## src/rtl/multi_pulse_generator.sv

```systemverilog
// Multi-channel periodic pulse generator.
// Each channel counts 0..P-1 and emits a W-cycle pulse starting at every wrap.
// New period/width values land in a shadow register and are promoted to the
// active set at the next wrap (or immediately while the channel is stopped),
// so a running period is never cut short.
//
// Ports:
//   clk          clock, all state on rising edge
//   rst          asynchronous active-high reset
//   en           per-channel run enable
//   sync_clr     restart all channels in phase, promoting shadow values
//   load         configuration write strobe
//   load_ch      target channel for load (out-of-range indices ignored)
//   load_period  new period in cycles (0 and 1 behave as 2)
//   load_width   new pulse width in cycles (0 disables pulses)
//   pulse        registered pulse outputs
//   wrap         registered one-cycle flag, high the cycle after a wrap
module multi_pulse_generator #(
  parameter int unsigned NUM_CH         = 4,
  parameter int unsigned CNT_W          = 22,
  parameter int unsigned PW_W           = 8,
  parameter int unsigned DEFAULT_PERIOD = 2500000,
  localparam int unsigned CH_W          = (NUM_CH > 1) ? $clog2(NUM_CH) : 1
) (
  input  logic              clk,
  input  logic              rst,
  input  logic [NUM_CH-1:0] en,
  input  logic              sync_clr,
  input  logic              load,
  input  logic [CH_W-1:0]   load_ch,
  input  logic [CNT_W-1:0]  load_period,
  input  logic [PW_W-1:0]   load_width,
  output logic [NUM_CH-1:0] pulse,
  output logic [NUM_CH-1:0] wrap
);

  localparam logic [CNT_W-1:0] DEF_P = CNT_W'(DEFAULT_PERIOD);
  localparam logic [PW_W-1:0]  DEF_W = PW_W'(1);
  localparam logic [CNT_W-1:0] MIN_P = CNT_W'(2);

  logic [NUM_CH-1:0][CNT_W-1:0] cnt_q, cnt_d;
  logic [NUM_CH-1:0][CNT_W-1:0] per_q, per_d;
  logic [NUM_CH-1:0][CNT_W-1:0] sh_per_q, sh_per_d;
  logic [NUM_CH-1:0][PW_W-1:0]  wid_q, wid_d;
  logic [NUM_CH-1:0][PW_W-1:0]  sh_wid_q, sh_wid_d;
  logic [NUM_CH-1:0][PW_W-1:0]  rem_q, rem_d;
  logic [NUM_CH-1:0]            pulse_q, pulse_d;
  logic [NUM_CH-1:0]            wrap_q, wrap_d;

  // Per-channel helpers
  logic [NUM_CH-1:0]            hit;
  logic [NUM_CH-1:0][CNT_W-1:0] per_eff;
  logic [NUM_CH-1:0]            at_last;

  always_comb begin
    cnt_d    = cnt_q;
    per_d    = per_q;
    wid_d    = wid_q;
    rem_d    = rem_q;
    sh_per_d = sh_per_q;
    sh_wid_d = sh_wid_q;
    wrap_d   = '0;
    pulse_d  = '0;
    hit      = '0;
    per_eff  = '0;
    at_last  = '0;
    for (int i = 0; i < NUM_CH; i++) begin
      hit[i] = load && (load_ch == CH_W'(i));
      // A same-cycle load is visible to any promotion happening on this edge.
      if (hit[i]) begin
        sh_per_d[i] = load_period;
        sh_wid_d[i] = load_width;
      end
      per_eff[i] = (per_q[i] < MIN_P) ? MIN_P : per_q[i];
      // >= guards against a smaller period promoted while the counter was held.
      at_last[i] = cnt_q[i] >= (per_eff[i] - CNT_W'(1));

      if (sync_clr) begin
        cnt_d[i] = '0;
        rem_d[i] = '0;
        per_d[i] = sh_per_d[i];
        wid_d[i] = sh_wid_d[i];
      end else if (!en[i]) begin
        rem_d[i] = '0;
        per_d[i] = sh_per_d[i];
        wid_d[i] = sh_wid_d[i];
      end else if (at_last[i]) begin
        // The pulse starting at a wrap belongs to the new period's config.
        cnt_d[i]  = '0;
        per_d[i]  = sh_per_d[i];
        wid_d[i]  = sh_wid_d[i];
        rem_d[i]  = sh_wid_d[i];
        wrap_d[i] = 1'b1;
      end else begin
        cnt_d[i] = cnt_q[i] + CNT_W'(1);
        if (rem_q[i] != '0) rem_d[i] = rem_q[i] - PW_W'(1);
      end
      pulse_d[i] = (rem_d[i] != '0);
    end
  end

  always_ff @(posedge clk or posedge rst) begin
    if (rst) begin
      cnt_q    <= '0;
      rem_q    <= '0;
      per_q    <= {NUM_CH{DEF_P}};
      sh_per_q <= {NUM_CH{DEF_P}};
      wid_q    <= {NUM_CH{DEF_W}};
      sh_wid_q <= {NUM_CH{DEF_W}};
      pulse_q  <= '0;
      wrap_q   <= '0;
    end else begin
      cnt_q    <= cnt_d;
      rem_q    <= rem_d;
      per_q    <= per_d;
      sh_per_q <= sh_per_d;
      wid_q    <= wid_d;
      sh_wid_q <= sh_wid_d;
      pulse_q  <= pulse_d;
      wrap_q   <= wrap_d;
    end
  end

  assign pulse = pulse_q;
  assign wrap  = wrap_q;

endmodule

```

## config.mk

```make
export PLATFORM = sky130hd
export DESIGN_NAME = multi_pulse_generator
export DESIGN_NICKNAME = d
export VERILOG_FILES = /design/src/rtl/multi_pulse_generator.sv
export SDC_FILE = /design/constraint.sdc
export NUM_CORES = 1
export LEC_CHECK = 0
export ABC_AREA = 1
export ABC_CLOCK_PERIOD_IN_PS = 13700
export CORE_ASPECT_RATIO = 1.1
export CORE_MARGIN = 4
export CORE_UTILIZATION = 49
export CTS_BUF_LIST = sky130_fd_sc_hd__clkbuf_16
export DETAILED_ROUTE_END_ITERATION = 12
export GPL_TIMING_DRIVEN = 0
export PLACE_DENSITY = 0.65
export SETUP_SLACK_MARGIN = 0.3
export SYNTH_ARGS = -nofsm -noshare
export SYNTH_HDL_FRONTEND = slang
export SYNTH_SLANG_ARGS = --single-unit
```

## constraint.sdc

```tcl
create_clock -name clk -period 13.7 [get_ports clk]
set_input_delay 2.74 -clock clk [delete_from_list [all_inputs] [get_ports clk]]
set_output_delay 2.74 -clock clk [all_outputs]
set_load 0.02 [all_outputs]
```

==> impl_summary.txt <==
----------------------------------------------------
[Timing]
  RSZ-0062 raised after global routing ... false
  Tightest slew margin relative to the limit ... 53.0%
  Worst hold slack after final layout ... 0.483 ns
  Slew of the pin with the lowest slew margin ... 0.705 ns
  Fin Clk Skew ... 0.0106 ns
  Final Worst Setup Slack ... 9.22 ns
  Total negative slack ... 0 ns
  Period Utilization, post-route ... 32.7%
  Final critical path time including I/O delays and setup ... 4.48 ns
  Number of pins exceeding their max-slew limit in the final report ... 0
  Final count of negative-setup-slack endpoints ... 0
  Highest achievable clock rate ... 223 MHz
  Number of endpoints with negative hold slack in the final report ... 0

[Critical path]
  Crit path arrival time ... 4.91 ns
  Class of the most critical setup path ... register to register
  Highest fanout seen on the critical path ... 10
  Largest incremental delay on the critical path ... 0.40 ns
  Slowest stage cell, crit path ... sky130_fd_sc_hd__dfrtp_1
  Critical path capture point type ... register
  Kind of start point of the critical path ... register
  Critical path data required time ... 14.14 ns

[CTS]
  # resized after CTS ... 0
  Number of clock sinks seen by CTS ... 336
  Max H-tree Level ... 2
  CTS tree ... done
  Buffer levels on the longest clock path ... 3
  Clk root buf ... sky130_fd_sc_hd__clkbuf_16
  Number of hold-repair buffers added at the cts stage ... 0
  CTS buffer count ... 37
  Clock Pin Slew Worst Setup and Hold Paths ... 0.06 ns
  Clk_lat worst skew ... 0.55 ns
  Post-CTS setup buffer count ... 0

[Run]
  Max_cap viols ... 0

[Synthesis]
  Part of the Yosys area used for sequential elements ... 43.8%
  Number of synthesized flops with an enable pin ... 0
  Number of synthesis warnings ... 0
  Fraction of registers with async set/reset ... 100%
  Synthesized net count ... 2,643
  Synthesized netlist cell count ... 2,499
  Flop and latch count out of synthesis ... 336
  Cell variety after synth ... 45
  Mapped Avg Cell Area ... 7.75 µm²
  Summed instance area of the synthesized netlist ... 0.0194 mm²
  Most common flop cell mapped by yosys ... sky130_fd_sc_hd__dfrtp_1

[Global route]
  Pin count of the biggest net entering global routing ... 129
  Wire length of the first global-routing pass ... 78,800 µm
  Antenna violations before repair ... 0
  Global-route congestion overflow total ... 0
  Total global routing track utilization ... 22.6%
  Vias in the first global route ... 15.6k

[Floorplan]
  Die span in y ... 217 µm
  Core box area ... 0.0391 mm²
  Top-Level Pins ... 48
  Starting density of the core ... 49.6%
  Die Footprint ... 0.0428 mm²
  Die Span X ... 198 µm
  Row count ... 76

[Power]
  Pwr Density ... 150 mW/mm²
  Design Power ... 3.25 mW
  Leakage ... 10.8 nW
  Largest voltage drop on the vdd net ... 0.103 mV

[Layout]
  Utilization after layout ... 55.4%
  Final-stage net count ... 2,730
  Antenna diode count ... 0
  Area grow syn2layout ... 11.8%
  Share of final-layout standard cells stronger than drive strength 1 ... 7.58%

[Route]
  Router iterations before antenna repair ... 5
  Wirelength per Cell ... 15.4 µm
  Number of DRC markers after the initial detailed-route iteration ... 753
  DRC violation count after routing ... 0
  Total routed wirelength ... 48,000 µm
  Post-route antenna net violation count ... 0
  Per-cell via count in the routed design ... 5.09
  Via Count ... 15.9k

[Placed design]
  Worst-case setup slack after placement ... 8.73 ns
  Post-DP HPWL ... 36,500 µm
  Routability-driven placement congestion ratio ... 0.917
  IO Port Bufs ... 46

[Hold path]
  Hold Crit Class ... register to register

[Run status]
  Status ... complete, no violations

----------------------------------------------------
registers in the layout, indices dropped and copies added, names as in the netlist:
name / cells
cnt_q: 88
per_q: 88
sh_per_q: 88
rem_q: 32
sh_wid_q: 32
pulse: 4
wrap: 4
final cells by class:
type	instances	area [µm²]
flip-flops and latches	336	8490
fillers	3677	17400
well taps	507	634
multi-input cells	1731	9200
inverters	371	1400
clock inverters	28	208
plain buffers	61	287
repair buffers	48	515
clock buffers	37	926
metrics by stage:
stage          cell area, µm²  instances
6_report                21700       3119
5_1_grt                 21700       3119
4_1_cts                 21700       3119
3_5_place_dp            20500       3054
3_3_place_gp            20500       3052
2_1_floorplan           19400       2499
per-layer routing:
layer  up-vias  global-route usage (%)  routed length [µm]
met3        79                    3.50                1490
met4         0                    5.97                1130
met1      7468                    29.7               21900
met2       228                    39.0               23500
li1       8109                       -                   -
met5         -                       0                   0
critical path: cells and delay by family (launching register included):
family	cells	cell delay, ns
flip-flops	1	0.40
XOR/XNOR	1	0.17
AND/OR/NAND/NOR	23	2.80
buffers and inverters	3	0.47
adder cells (fa/ha/maj)	2	0.50
placed cells by master, fill, tap and decap left out, types with 3 or more instances in the layout:
cell                              instances
sky130_fd_sc_hd__nand4_1                 37
sky130_fd_sc_hd__clkbuf_1                32
sky130_fd_sc_hd__bufinv_16                3
sky130_fd_sc_hd__clkdlybuf4s50_1         46
sky130_fd_sc_hd__dfstp_2                 68
sky130_fd_sc_hd__inv_1                  375
sky130_fd_sc_hd__inv_2                    3
sky130_fd_sc_hd__ha_1                   104
sky130_fd_sc_hd__nor3_1                  41
sky130_fd_sc_hd__nand3_2                  9
sky130_fd_sc_hd__nor2_4                   5
sky130_fd_sc_hd__nor2_1                 241
sky130_fd_sc_hd__nand2_2                  6
sky130_fd_sc_hd__buf_2                   21
sky130_fd_sc_hd__clkinv_2                 5
sky130_fd_sc_hd__a21oi_1                 37
sky130_fd_sc_hd__dfrtp_1                268
sky130_fd_sc_hd__xor2_1                 131
sky130_fd_sc_hd__buf_4                    4
sky130_fd_sc_hd__o31ai_1                  3
sky130_fd_sc_hd__nand3_1                 94
sky130_fd_sc_hd__a21o_1                   4
sky130_fd_sc_hd__o21ai_1                 11
sky130_fd_sc_hd__o211ai_1                 4
sky130_fd_sc_hd__o21ai_0                245
sky130_fd_sc_hd__clkinv_1                 8
sky130_fd_sc_hd__nor4_1                   6
sky130_fd_sc_hd__nor2_2                  18
sky130_fd_sc_hd__nand2_1                661
sky130_fd_sc_hd__o21bai_1                 3
sky130_fd_sc_hd__clkbuf_16               37
sky130_fd_sc_hd__o22ai_1                 35
sky130_fd_sc_hd__xnor2_1                 15
sky130_fd_sc_hd__nor3_2                   3
cells in the mapped netlist (2+ instances only):
master / count / share of area [%]
sky130_fd_sc_hd__nor2_2: 18 / 0.58
sky130_fd_sc_hd__a32o_1: 2 / 0.10
sky130_fd_sc_hd__o211ai_1: 4 / 0.15
sky130_fd_sc_hd__o32ai_1: 2 / 0.090
sky130_fd_sc_hd__nand2_1: 661 / 13
sky130_fd_sc_hd__nand2_2: 6 / 0.19
sky130_fd_sc_hd__o21ai_1: 11 / 0.28
sky130_fd_sc_hd__nor4_2: 2 / 0.13
sky130_fd_sc_hd__nor3_2: 3 / 0.15
sky130_fd_sc_hd__a22o_1: 2 / 0.090
sky130_fd_sc_hd__buf_4: 4 / 0.15
sky130_fd_sc_hd__dfrtp_1: 268 / 35
sky130_fd_sc_hd__buf_2: 21 / 0.54
sky130_fd_sc_hd__nand3_1: 94 / 2.4
sky130_fd_sc_hd__o21bai_1: 3 / 0.12
sky130_fd_sc_hd__nor3_4: 2 / 0.17
sky130_fd_sc_hd__clkbuf_1: 32 / 0.62
sky130_fd_sc_hd__nor2_4: 5 / 0.29
sky130_fd_sc_hd__nor3_1: 41 / 1.1
sky130_fd_sc_hd__nor2_1: 241 / 4.7
sky130_fd_sc_hd__a31oi_1: 2 / 0.065
sky130_fd_sc_hd__xor2_1: 131 / 5.9
sky130_fd_sc_hd__inv_1: 367 / 7.1
sky130_fd_sc_hd__ha_1: 104 / 6.7
sky130_fd_sc_hd__a21o_1: 4 / 0.15
sky130_fd_sc_hd__inv_2: 3 / 0.058
sky130_fd_sc_hd__nor4_1: 6 / 0.19
sky130_fd_sc_hd__xnor2_1: 15 / 0.68
sky130_fd_sc_hd__nand3_2: 9 / 0.46
sky130_fd_sc_hd__nand4_1: 37 / 1.2
sky130_fd_sc_hd__dfstp_2: 68 / 9.2
sky130_fd_sc_hd__o22ai_1: 35 / 1.1
sky130_fd_sc_hd__buf_6: 2 / 0.12
sky130_fd_sc_hd__o21ai_0: 245 / 6.3
sky130_fd_sc_hd__o31ai_1: 3 / 0.12
sky130_fd_sc_hd__a21oi_1: 37 / 0.96
cells by family (layout without fill, tap and decap cells):
kind of cell / after synthesis / count (layout) / share of synthesized area, %
fa+ha+maj: 104 / 104 / 6.72
xor+xnor: 146 / 146 / 6.60
flops: 336 / 336 / 43.8
buf+inv: 432 / 545 / 8.67
compound gates: 351 / 351 / 9.63
simple gates: 1130 / 1130 / 24.6
power breakdown:
group / internal (mW) / switching (mW) / leakage [nW]
Combinational: 0.365 / 0.653 / 5.99
Sequential: 1.17 / 0.0990 / 4.20
Clock: 0.547 / 0.408 / 0.586
Total: 2.09 / 1.16 / 10.8
path summary, 6_finish.rpt:
path | from | slack [ns] | end | cells past startpoint
setup / recovery | per_q[53]$_DFFE_PP0P_ | 9.22 | pulse[2]$_DFF_PP0_ | 29
hold / removal | sh_wid_q[18]$_DFF_PP0_ | 0.48 | sh_wid_q[18]$_DFF_PP0_ | 2
setup reg to reg | per_q[53]$_DFFE_PP0P_ | 9.22 | pulse[2]$_DFF_PP0_ | 29
hold reg to reg | sh_wid_q[18]$_DFF_PP0_ | 0.48 | sh_wid_q[18]$_DFF_PP0_ | 2
max in group asynchronous | rst | 9.43 | rem_q[9]$_DFF_PP0_ | 4
min in group asynchronous | rst | 2.67 | cnt_q[10]$_DFFE_PP0P_ | 2
Power figures use the tool's default switching activity.
